### config.mk
export PLATFORM = sky130hd
export DESIGN_NAME = pipe_stage
export DESIGN_NICKNAME = d
export VERILOG_FILES = /design/src/rtl/pipe_pkg.sv /design/src/rtl/pipe_entry.sv /design/src/rtl/pipe_stage.sv
export SDC_FILE = /design/constraint.sdc
export NUM_CORES = 1
export LEC_CHECK = 0
export ABC_AREA = 1
export CORE_UTILIZATION = 45
export DETAILED_ROUTE_END_ITERATION = 10
export HOLD_SLACK_MARGIN = 0.1
export PLACE_DENSITY_LB_ADDON = 0.2
export REMOVE_ABC_BUFFERS = 1
export SYNTH_ARGS = -nofsm -noshare
export SYNTH_HDL_FRONTEND = slang
export SYNTH_HIERARCHICAL = 1
export SYNTH_SLANG_ARGS = --single-unit
### constraint.sdc
create_clock -name clk -period 2.9 [get_ports clk]
set_clock_uncertainty 0.2 [all_clocks]
set_input_delay 0.435 -clock clk [delete_from_list [all_inputs] [get_ports clk]]
set_output_delay 0.435 -clock clk [all_outputs]
set_load 0.1 [all_outputs]
### src/rtl/pipe_pkg.sv
// Shared pipeline-stage types: the generic entry record plus the payload
// layouts each stage packs into pipe_stage's DATA_W bits.
package pipe_pkg;

  localparam int ROB_W_DEF  = 3;
  localparam int DATA_W_DEF = 32;

  typedef struct packed {
    logic                  valid;
    logic [ROB_W_DEF-1:0]  rob;
    logic [DATA_W_DEF-1:0] data;
  } pipe_entry_t;

  typedef struct packed {
    logic [29:0] pc;
    logic        pred_taken;
    logic        bubble;
  } if_id_t;

  typedef struct packed {
    logic [4:0]  rd;
    logic [5:0]  opcode;
    logic [20:0] imm;
  } id_ex_t;

  typedef struct packed {
    logic [4:0]  rd;
    logic [25:0] result;
    logic        wen;
  } ex_wbtl_t;

  typedef struct packed {
    logic [29:0] addr;
    logic        is_load;
    logic        is_store;
  } tl_c_t;

  typedef struct packed {
    logic [4:0]  rd;
    logic [25:0] wdata;
    logic        wen;
  } c_wb_t;

  typedef struct packed {
    logic [4:0]  sreg;
    logic [26:0] sval;
  } slreg_t;

endpackage

### src/rtl/pipe_entry.sv
// One valid/rob/data holding register. Load beats clear/kill; data and rob
// keep their last value when the entry is invalidated.
module pipe_entry
  import pipe_pkg::*;
#(
  parameter int DATA_W = DATA_W_DEF,
  parameter int ROB_W  = ROB_W_DEF
) (
  input  logic              clk,
  input  logic              reset,
  input  logic              load,
  input  logic              clear,
  input  logic              kill,
  input  logic [DATA_W-1:0] d_data,
  input  logic [ROB_W-1:0]  d_rob,
  output logic              valid,
  output logic [DATA_W-1:0] data,
  output logic [ROB_W-1:0]  rob
);

  // Entry register: reset clears everything, load fills, clear/kill drops valid.
  always_ff @(posedge clk) begin
    if (reset) begin
      valid <= 1'b0;
      data  <= '0;
      rob   <= '0;
    end else if (load) begin
      valid <= 1'b1;
      data  <= d_data;
      rob   <= d_rob;
    end else if (clear || kill) begin
      valid <= 1'b0;
    end
  end

endmodule

### src/rtl/pipe_stage.sv
// Elastic valid/ready pipeline register with optional two-entry skid buffer
// and squash. Define PIPE_STAGE_SEL_FLUSH_EN for per-ROB-index squash via
// flush_mask; otherwise flush kills everything in the stage.
module pipe_stage
  import pipe_pkg::*;
#(
  parameter int DATA_W = DATA_W_DEF,
  parameter int ROB_W  = ROB_W_DEF,
  parameter int SKID   = 1
) (
  input  logic                  clk,
  input  logic                  reset,
  input  logic                  in_valid,
  output logic                  in_ready,
  input  logic [DATA_W-1:0]     in_data,
  input  logic [ROB_W-1:0]      in_rob,
  output logic                  out_valid,
  input  logic                  out_ready,
  output logic [DATA_W-1:0]     out_data,
  output logic [ROB_W-1:0]      out_rob,
  input  logic                  flush,
  input  logic [2**ROB_W-1:0]   flush_mask,
  output logic [1:0]            count
);

  logic              main_valid, skid_valid;
  logic [DATA_W-1:0] main_data, skid_data;
  logic [ROB_W-1:0]  main_rob, skid_rob;
  logic              kill_main, kill_skid, kill_in;
  logic              accept, retire;
  logic              main_live, skid_live, in_live;
  logic              load_main, load_skid;
  logic [DATA_W-1:0] main_d_data;
  logic [ROB_W-1:0]  main_d_rob;

`ifdef PIPE_STAGE_SEL_FLUSH_EN
  assign kill_main = flush & flush_mask[main_rob];
  assign kill_skid = flush & flush_mask[skid_rob];
  assign kill_in   = flush & flush_mask[in_rob];
`else
  assign kill_main = flush;
  assign kill_skid = flush;
  assign kill_in   = flush;
  logic unused_flush_mask;
  assign unused_flush_mask = ^flush_mask;
`endif

  assign out_valid = main_valid & ~kill_main;
  assign out_data  = main_data;
  assign out_rob   = main_rob;
  assign accept    = in_valid & in_ready;
  assign retire    = out_valid & out_ready;

  // Entries still present after this edge, in FIFO order main, skid, input.
  // Accept implies skid is empty, so at most two survive and they compact.
  assign main_live = main_valid & ~kill_main & ~retire;
  assign skid_live = skid_valid & ~kill_skid;
  assign in_live   = accept & ~kill_in;

  assign load_main   = ~main_live & (skid_live | in_live);
  assign load_skid   = main_live & ~skid_live & in_live;
  assign main_d_data = skid_live ? skid_data : in_data;
  assign main_d_rob  = skid_live ? skid_rob  : in_rob;

  pipe_entry #(.DATA_W(DATA_W), .ROB_W(ROB_W)) u_main (
    .clk    (clk),
    .reset  (reset),
    .load   (load_main),
    .clear  (retire),
    .kill   (kill_main),
    .d_data (main_d_data),
    .d_rob  (main_d_rob),
    .valid  (main_valid),
    .data   (main_data),
    .rob    (main_rob)
  );

  generate
    if (SKID != 0) begin : g_skid
      logic in_ready_q;
      logic skid_nv;

      pipe_entry #(.DATA_W(DATA_W), .ROB_W(ROB_W)) u_skid (
        .clk    (clk),
        .reset  (reset),
        .load   (load_skid),
        .clear  (~main_live),
        .kill   (kill_skid),
        .d_data (in_data),
        .d_rob  (in_rob),
        .valid  (skid_valid),
        .data   (skid_data),
        .rob    (skid_rob)
      );

      assign skid_nv = load_skid | (skid_live & main_live);

      // Registered ready: mirrors the next skid occupancy so out_ready never reaches in_ready.
      always_ff @(posedge clk) begin
        if (reset) in_ready_q <= 1'b1;
        else       in_ready_q <= ~skid_nv;
      end

      assign in_ready = in_ready_q;
    end else begin : g_noskid
      assign skid_valid = 1'b0;
      assign skid_data  = '0;
      assign skid_rob   = '0;
      assign in_ready   = ~main_valid | out_ready;
    end
  endgenerate

  assign count = {1'b0, main_valid} + {1'b0, skid_valid};

endmodule

==> summary by stage, run 1 <==
CTS
The H-tree level count is 3. The clock latency on the worst-skew pair is 0.34 ns. For this design, the CTS-stage hold fixing added 0 buffers.

The cell sitting at the root of the clock tree is a clkbuf_8. The clock sink total is 73. The TritonCTS clock tree is yes.

The maximum count of clock buffers along a single path is 2. The count of cells resized by post-cts repair is 0. Clock-pin slew was measured on the worst setup and hold paths at 0.08 ns. Buffers added to address setup during post-CTS repair amount to 0. The total CTS buffers is 9.

Synth
Yosys mapped a number of flops with a built-in enable equal to 0. Counting distinct cell types in the post-synthesis netlist gives 18. Yosys printed 6 warnings. Summing the areas of all compound-gate instances in the mapped netlist gives 12.5% of the synthesized area.

After synthesis, the largest family of logic cells by area is simple AND/OR/NAND/NOR gates. The largest area contributor in the netlist is dfxtp_1. Multiplexer cells account for 0% of the synthesized area. In the synthesized netlist, the number of instances is 447. The primary flip-flop cell chosen by synthesis mapping is dfxtp_1. After Yosys synthesis, XOR and XNOR cells account for 0% of the synthesized area. The most used standard cell by instance count after synthesis is nand2_1. Of the total synthesized cell area, the portion taken by AND, OR, NAND and NOR gates is 34.4%.

In the post-synthesis netlist, the biggest area contributors are dfxtp_1, nand2_1, nand3_2, a21oi_1, a21oi_2. Of the synthesized area, sequential elements account for 40.5%. The area share of the leading cell type in the synthesized netlist is 40.5%. The commonest cells after synthesis are nand2_1, dfxtp_1, a21oi_1.

For this run, asynchronously set or reset flops after synthesis account for 0%. Averaged over all synthesized cells, the footprint is 8.07 µm². The cell area after synthesis is 3610 µm². The synthesized-area fraction occupied by adder cells is 0.347%.

Synthesis inferred 73 register bits.

Power
In this run, flip-flops and latches consume 46.7% of the power. Power spread over the standard cell area amounts to 521 nW/µm². The internal power contribution is 1.56 mW.

The combinational fraction of design power is 18.3%. IR analysis of the VDD net gives a maximum drop of 0.303 mV. The overall power is 2.24 mW.

The leakage power summed over all cells is 1.66 nW. Of the total power, the share spent switching nets is 30.0%. For this design the total switching power over the nets is 0.671 mW. The clock network power share is 35.0%.

Timing
The number of hold-slack violations in the final timing report is 0. The transition time of the tightest slew-check pin is 0.572 ns. The worst setup slack after layout is 0.644 ns. The max-slew violation count came to 0.

Derived from the worst setup path, the maximum achievable clock frequency is 443 MHz. The worst slew slack as a fraction of its limit is 61.9%. The number of setup violations in the final report is 0.

In the finished design, the share of the clock period the worst path needs comes to 77.8%. Subtracting the final worst setup slack from the clock period gives 2.26 ns. Setup repair after global routing left no endpoint under its margin.

Layout
The number of fill cells in the layout is 723. The end-of-flow core utilization is 55.6%. The final net count is 560. 0 antenna diodes ended up in the layout. The layout-stage area growth over the synthesis result is 19.1%. The share of cells above drive strength 1 is 27.3%. Leaving out filler cells and counting taps, the final layout contains 618.

Placement
The number of placed instances, taps included, is 602. The post-detailed-placement half-perimeter wirelength is 4.77 mm. The number of input and output port buffers inserted is 78.

The global placer's final weighted congestion is 0.766. The minimum setup slack after placement is 0.285 ns.

Floorplanning
The floorplan step defined a die boundary enclosing 8380 µm². The die outline width is 91.5 µm. In this run the standard cell core region covers 7730 µm². For this design the top-level I/O count stands at 87.

The initial core utilization is 46.7%. Measured along the y axis, the die boundary spans 91.5 µm. In this run the core area contains 32 standard-cell rows.

Global routing
The first global-routing pass estimated 13.2 mm of wire. The total global routing track utilization is 19.9%. The number of global-route vias before repair is 2,901.

The largest net degree at the start of global routing is 38. The number of antenna violations at the first check in global routing is 0. The total congestion overflow after global routing is 0.

Worst setup path
At the worst endpoint, the arrival time is 2.27 ns. Of all nets on the critical path, the largest fanout is 37. The critical path data required time is 2.91 ns.

The nature of the critical path endpoint is a flip-flop. By startpoint and endpoint, the worst setup path is classified as in2reg. STA classifies the critical path startpoint as an input port.

Route
Using the TritonRoute via totals, the vias-per-cell ratio works out to 4.89. The DRC violation count after routing is 0. The post-detailed-route count of antenna-violating nets is 0.

In this run, the number of DRC markers left after iteration 0 of detailed routing was 126. The pre-antenna-repair detailed-routing pass consisted of 4 iterations. The final layout contains routed wiring with a total length of 7.84 mm.

The per-cell routed wire length is 12.7 µm. The via count is 3,020.

Status
The run finished with clean final reports.

Min path
The worst hold-check path type is reg2reg.

Flow run
Max-cap violations in this run came to 0.
kinds of logic after synthesis:
group,after synthesis
compound gates,72
simple gates,258
flops,73
fa+ha+maj,1
buf+inv,43
critical path: stages:
cell	delay, ns
clkdlybuf4s50_1	0.49
inv_2	0.18
nand2_8	0.20
nand2_1	0.17
nand2_1	0.06
inv_1	0.06
buf_4	0.30
inv_8	0.16
nand2_1	0.10
a21oi_1	0.06
layout make-up:
cell class	instances	area (µm²)	area share, %
tap	102	128	2.97
timing repair buffer	86	751	17.5
inverter	10	52.6	1.22
clock buffer	13	149	3.47
multi-input combinational	331	1710	39.9
sequential	73	1460	34.1
clock inverter	3	40.0	0.932
state kept, by name (all words and copies together) (netlist names):
| signal | cells |
|---|---|
| u_main/rob | 3 |
| u_main/valid | 1 |
| u_main/data | 32 |
| g_skid.u_skid/rob | 3 |
| g_skid.u_skid/valid | 1 |
| g_skid.u_skid/data | 32 |
| in_ready | 1 |
cells in the final DEF, fill, tap and decap left out, types with 2 or more instances in the layout:
cell               n
a21oi_1           48
a21oi_2           24
buf_4             46
clkbuf_1           3
clkbuf_8          10
clkdlybuf4s50_1   38
clkinv_2           2
dfxtp_1           72
inv_1              7
inv_8              2
nand2_1          195
nand2_2           18
nand3_1            8
nand3_2           32
nor2_1             2
final timing paths:
check,startpoint,to,slack [ns],cells after the start
setup reg to reg,g_skid.u_skid/valid$_SDFFE_PP0P_,u_main/data[12]$_SDFFE_PP0P_,0.65,8
hold / removal,u_main/data[9]$_SDFFE_PP0P_,u_main/data[9]$_SDFFE_PP0P_,0.26,2
hold reg to reg,u_main/data[9]$_SDFFE_PP0P_,u_main/data[9]$_SDFFE_PP0P_,0.26,2
setup / recovery,flush,u_main/data[12]$_SDFFE_PP0P_,0.64,10
metrics by stage:
| step | cell area (µm²) | setup TNS [ns] | hold slack [ns] |
|---|---|---|---|
| 4_1_cts | 4290 | 0 | 0.265 |
| 2_1_floorplan | 3220 | -47.72 | 0.235 |
| 3_5_place_dp | 4110 | 0 | 0.252 |
| 5_1_grt | 4290 | 0 | 0.276 |
| 6_report | 4290 | 0 | 0.262 |
| 3_3_place_gp | 4110 | 0 | 0.248 |
layer usage:
metal  global-route usage (%)  up-vias  part of all wire [%]
met4                     6.35        0                  0.69
met5                        0        -                     0
li1                         -     1554                     -
met3                     4.94        4                   5.7
met1                     24.8     1395                    46
met2                     33.5       67                    48
power by group through the flow:
stage | Combinational, mW | Clock [mW] | Sequential [mW]
5_1_grt | 0.432 | 0.850 | 1.05
4_1_cts | 0.411 | 0.800 | 1.04
3_3_place_gp | 0.409 | 0 | 1.07
2_1_floorplan | 0.0982 | 0 | 1.23
3_5_place_dp | 0.410 | 0 | 1.07
6_report | 0.408 | 0.783 | 1.04
Note: power is estimated with default switching activity, not from simulation.
==> run 2: changes to the inputs <==
==> constraint.sdc (replaced) <==
create_clock -name clk -period 2.2 [get_ports clk]
set_clock_uncertainty 0.2 [all_clocks]
set_input_delay 0.33 -clock clk [delete_from_list [all_inputs] [get_ports clk]]
set_output_delay 0.33 -clock clk [all_outputs]
set_load 0.1 [all_outputs]
==> run 2 against run 1 <==
Against the previous run:
- utilization grew 2.0 points
- combinational power grew 35%
- final cell count grew 0.65%
- sequential cell count is the same
- global-route usage is essentially flat
- worst setup slack lost 0.30 ns
- clock power grew 66%
- die area is the same
- sequential share of layout area shrank 1.2 points
- critical path type unchanged
- largest cell class unchanged
==> summary by stage, run 2 (synthesis gave the netlist of run 1 again) <==
CTS
Counting along the longest clock path gives a buffer depth of 2. The tree is rooted in a clkbuf_8. Clock latency on the worst-skew pair, taken at its later pin, is 0.33 ns. The number of clock buffers added by TritonCTS is 9.

The clock slew seen by the registers of the worst setup and hold paths is 0.08 ns. Clock tree synthesis found a total of 73 sinks. The post-CTS repair timing setup buffer count is 0. Hold repair after CTS inserted 0 buffers.

The H-tree level count is 3. TritonCTS built the clock tree. In this run, post-CTS repair resized a total of 0 instances.

Timing
Timing would allow up to 539 MHz. Setup violations remaining at the end of the flow were counted as 0. The routed design could run at a clock period as short as 1.86 ns. The number of hold-slack violations in the final timing report came to 0.

The max-slew violation count is 0. For the pin with the worst max-slew slack, the measured transition is 0.553 ns. Setup repair after global routing left no endpoint under its margin.

In this run the tightest slew margin relative to its limit is 63.1%. After layout, the worst path uses 84.3% of the clock period.

Worst setup path
On the worst path, the slowest cell contributes a delay of 0.48 ns. The internal reg-to-reg setup slack is 0.50 ns. STA classifies the critical path startpoint as an input port.

The critical path data required time is 2.26 ns. STA classifies the critical path endpoint as a flip-flop. The cell occurring most often along the worst timing path is nand2_1.

The worst setup path is of the in2reg kind. Walking the worst path, the cells encountered are clkdlybuf4s50_1, inv_2, buf_4, nand3_1, nand2_1, nand2_1, a21oi_1. In this design, the largest share of critical-path delay is due to buffers and inverters.

The worst path buffer plus inverter count is 3. The slowest stage of the critical path is the buf_4 cell. The maximum fanout count along the critical path is 35. Data on the critical path arrives at its endpoint at 1.91 ns.

Global routing
Global routing used 23.1% of the available met1 tracks. The total overflow left after global routing is 0. The number of antenna violations at the first check in global routing came to 0.

The layer carrying the most global-route usage is met2. In the global route stage, met3 resource usage came out at 6.11%. The first global-routing pass estimated 13.2 mm of wire. For this run, global-route usage on met2 was measured as 34.9%. The total global routing track utilization is 19.9%.

The number of global-route vias before repair is 2,922. Entering global routing, the biggest net connects 74 pins.

Placement
The wire-length estimate of the detail-placed layout is 4.82 mm. The congestion estimate from routability-driven global placement came to 0.795. The number of input and output port buffers inserted is 78.

Layout
The library cells used most frequently in the layout, excluding fill and tap cells, are nand2_1, dfxtp_1, a21oi_1. Measured on the finished design, the core utilization comes to 57.6%. Relative to the synthesized area, the layout overhead comes to 23.5%. For this run, the post-layout net count is 564. The share of cells above drive strength 1 is 28.3%. The number of diodes added for antenna fixing is 0. In the final layout, the registers with the most flip-flops are g_skid.u_skid/data x32, u_main/data x32. Leaving out fill and tap cells, the most frequent cell in the layout is nand2_1.

Flow run
The max capacitance violation total is 0.

Route
The via count is 3,066. The violation count after the first detailed-routing iteration is 130. In the final routed layout, each cell accounts on average for 12.9 µm.

The DRC violation count after routing is 0. In the routed layout, each cell is associated on average with a via count of 4.93. The first-pass iteration count of the detailed router is 4. The post-detailed-route count of antenna-violating nets is 0. Summed over all layers, the routed wires come to 8.03 mm.

Floorplanning
Pin placement for this block handled 87 I/O pins. The die height is 91.5 µm. The core footprint is 7730 µm². The count of standard-cell rows is 32. The die outline area is 8380 µm².

The die outline width is 91.5 µm. The initial core utilization is 46.7%.

Min path
The tightest min-delay check is of the reg2reg type.

Power
The overall power is 3.23 mW. The peak supply drop is 0.504 mV. The power density over the cells is 726 nW/µm². For this design the static power due to leakage is 1.73 nW.

Status
The flow ran to the end, and the final reports show no timing, DRC or antenna violations.
## run 2: cell count changes in the layout (fill, tap and decap cells not counted)
cell | before | now
bufinv_16 | 1 | 3
clkinv_2 | 2 | 0
clkinv_4 | 0 | 1
clkbuf_8 | 10 | 11
clkbuf_1 | 3 | 1
buf_12 | 1 | 6
buf_4 | 46 | 45
## run 2: tightest hold or removal path: stages (launching register included)
cell and delay, ns:
dfxtp_1 0.31, nand2_1 0.06, a21oi_1 0.05
## run 2: per-layer routing
metal  share of wire (%)  vias to the layer above
met5                   0                        -
met2                  49                       73
met1                  46                     1429
li1                    -                     1562
met4                0.47                        0
met3                 5.3                        2
## run 2: stage by stage
step / hold WS, ns / cells / setup slack [ns] / cell area (µm²) / TNS [ns]
final: 0.264 / 622 / 0.345 / 4450 / 0
after global routing: 0.273 / 622 / 0.256 / 4450 / 0
after CTS: 0.265 / 622 / 0.359 / 4450 / 0
after detailed placement: 0.254 / 606 / 0.0277 / 4200 / 0
after global placement: 0.248 / 606 / 0.0494 / 4200 / 0
after floorplan: 0.192 / 414 / -1.76 / 3220 / -98.98
## run 2: path summary, 6_finish.rpt
path	cells after the start	from	to
worst max-delay path	7	flush	u_main/rob[2]$_SDFFE_PP0P_
worst min-delay path	2	u_main/data[11]$_SDFFE_PP0P_	u_main/data[11]$_SDFFE_PP0P_
worst max register to register	7	u_main/valid$_SDFFE_PP0P_	g_skid.u_skid/data[16]$_SDFFE_PP0P_
worst min register to register	2	u_main/data[11]$_SDFFE_PP0P_	u_main/data[11]$_SDFFE_PP0P_
## run 2: area by class of cell
class / count / area, µm²
Multi-Input combinational cell: 331 / 1710
Inverter: 10 / 52.6
Tap cell: 102 / 128
Clock inverter: 4 / 98.8
Timing Repair Buffer: 90 / 843
Fill cell: 721 / 3280
Sequential cell: 73 / 1460
Clock buffer: 12 / 155
## run 2: power breakdown
part           internal (mW)  switching (mW)  total (mW)  leakage (nW)
sequential              1.36          0.0207        1.38         0.593
combinational          0.163           0.387       0.551          1.01
clock                  0.819           0.485        1.30         0.127
total                   2.34           0.893        3.23          1.73
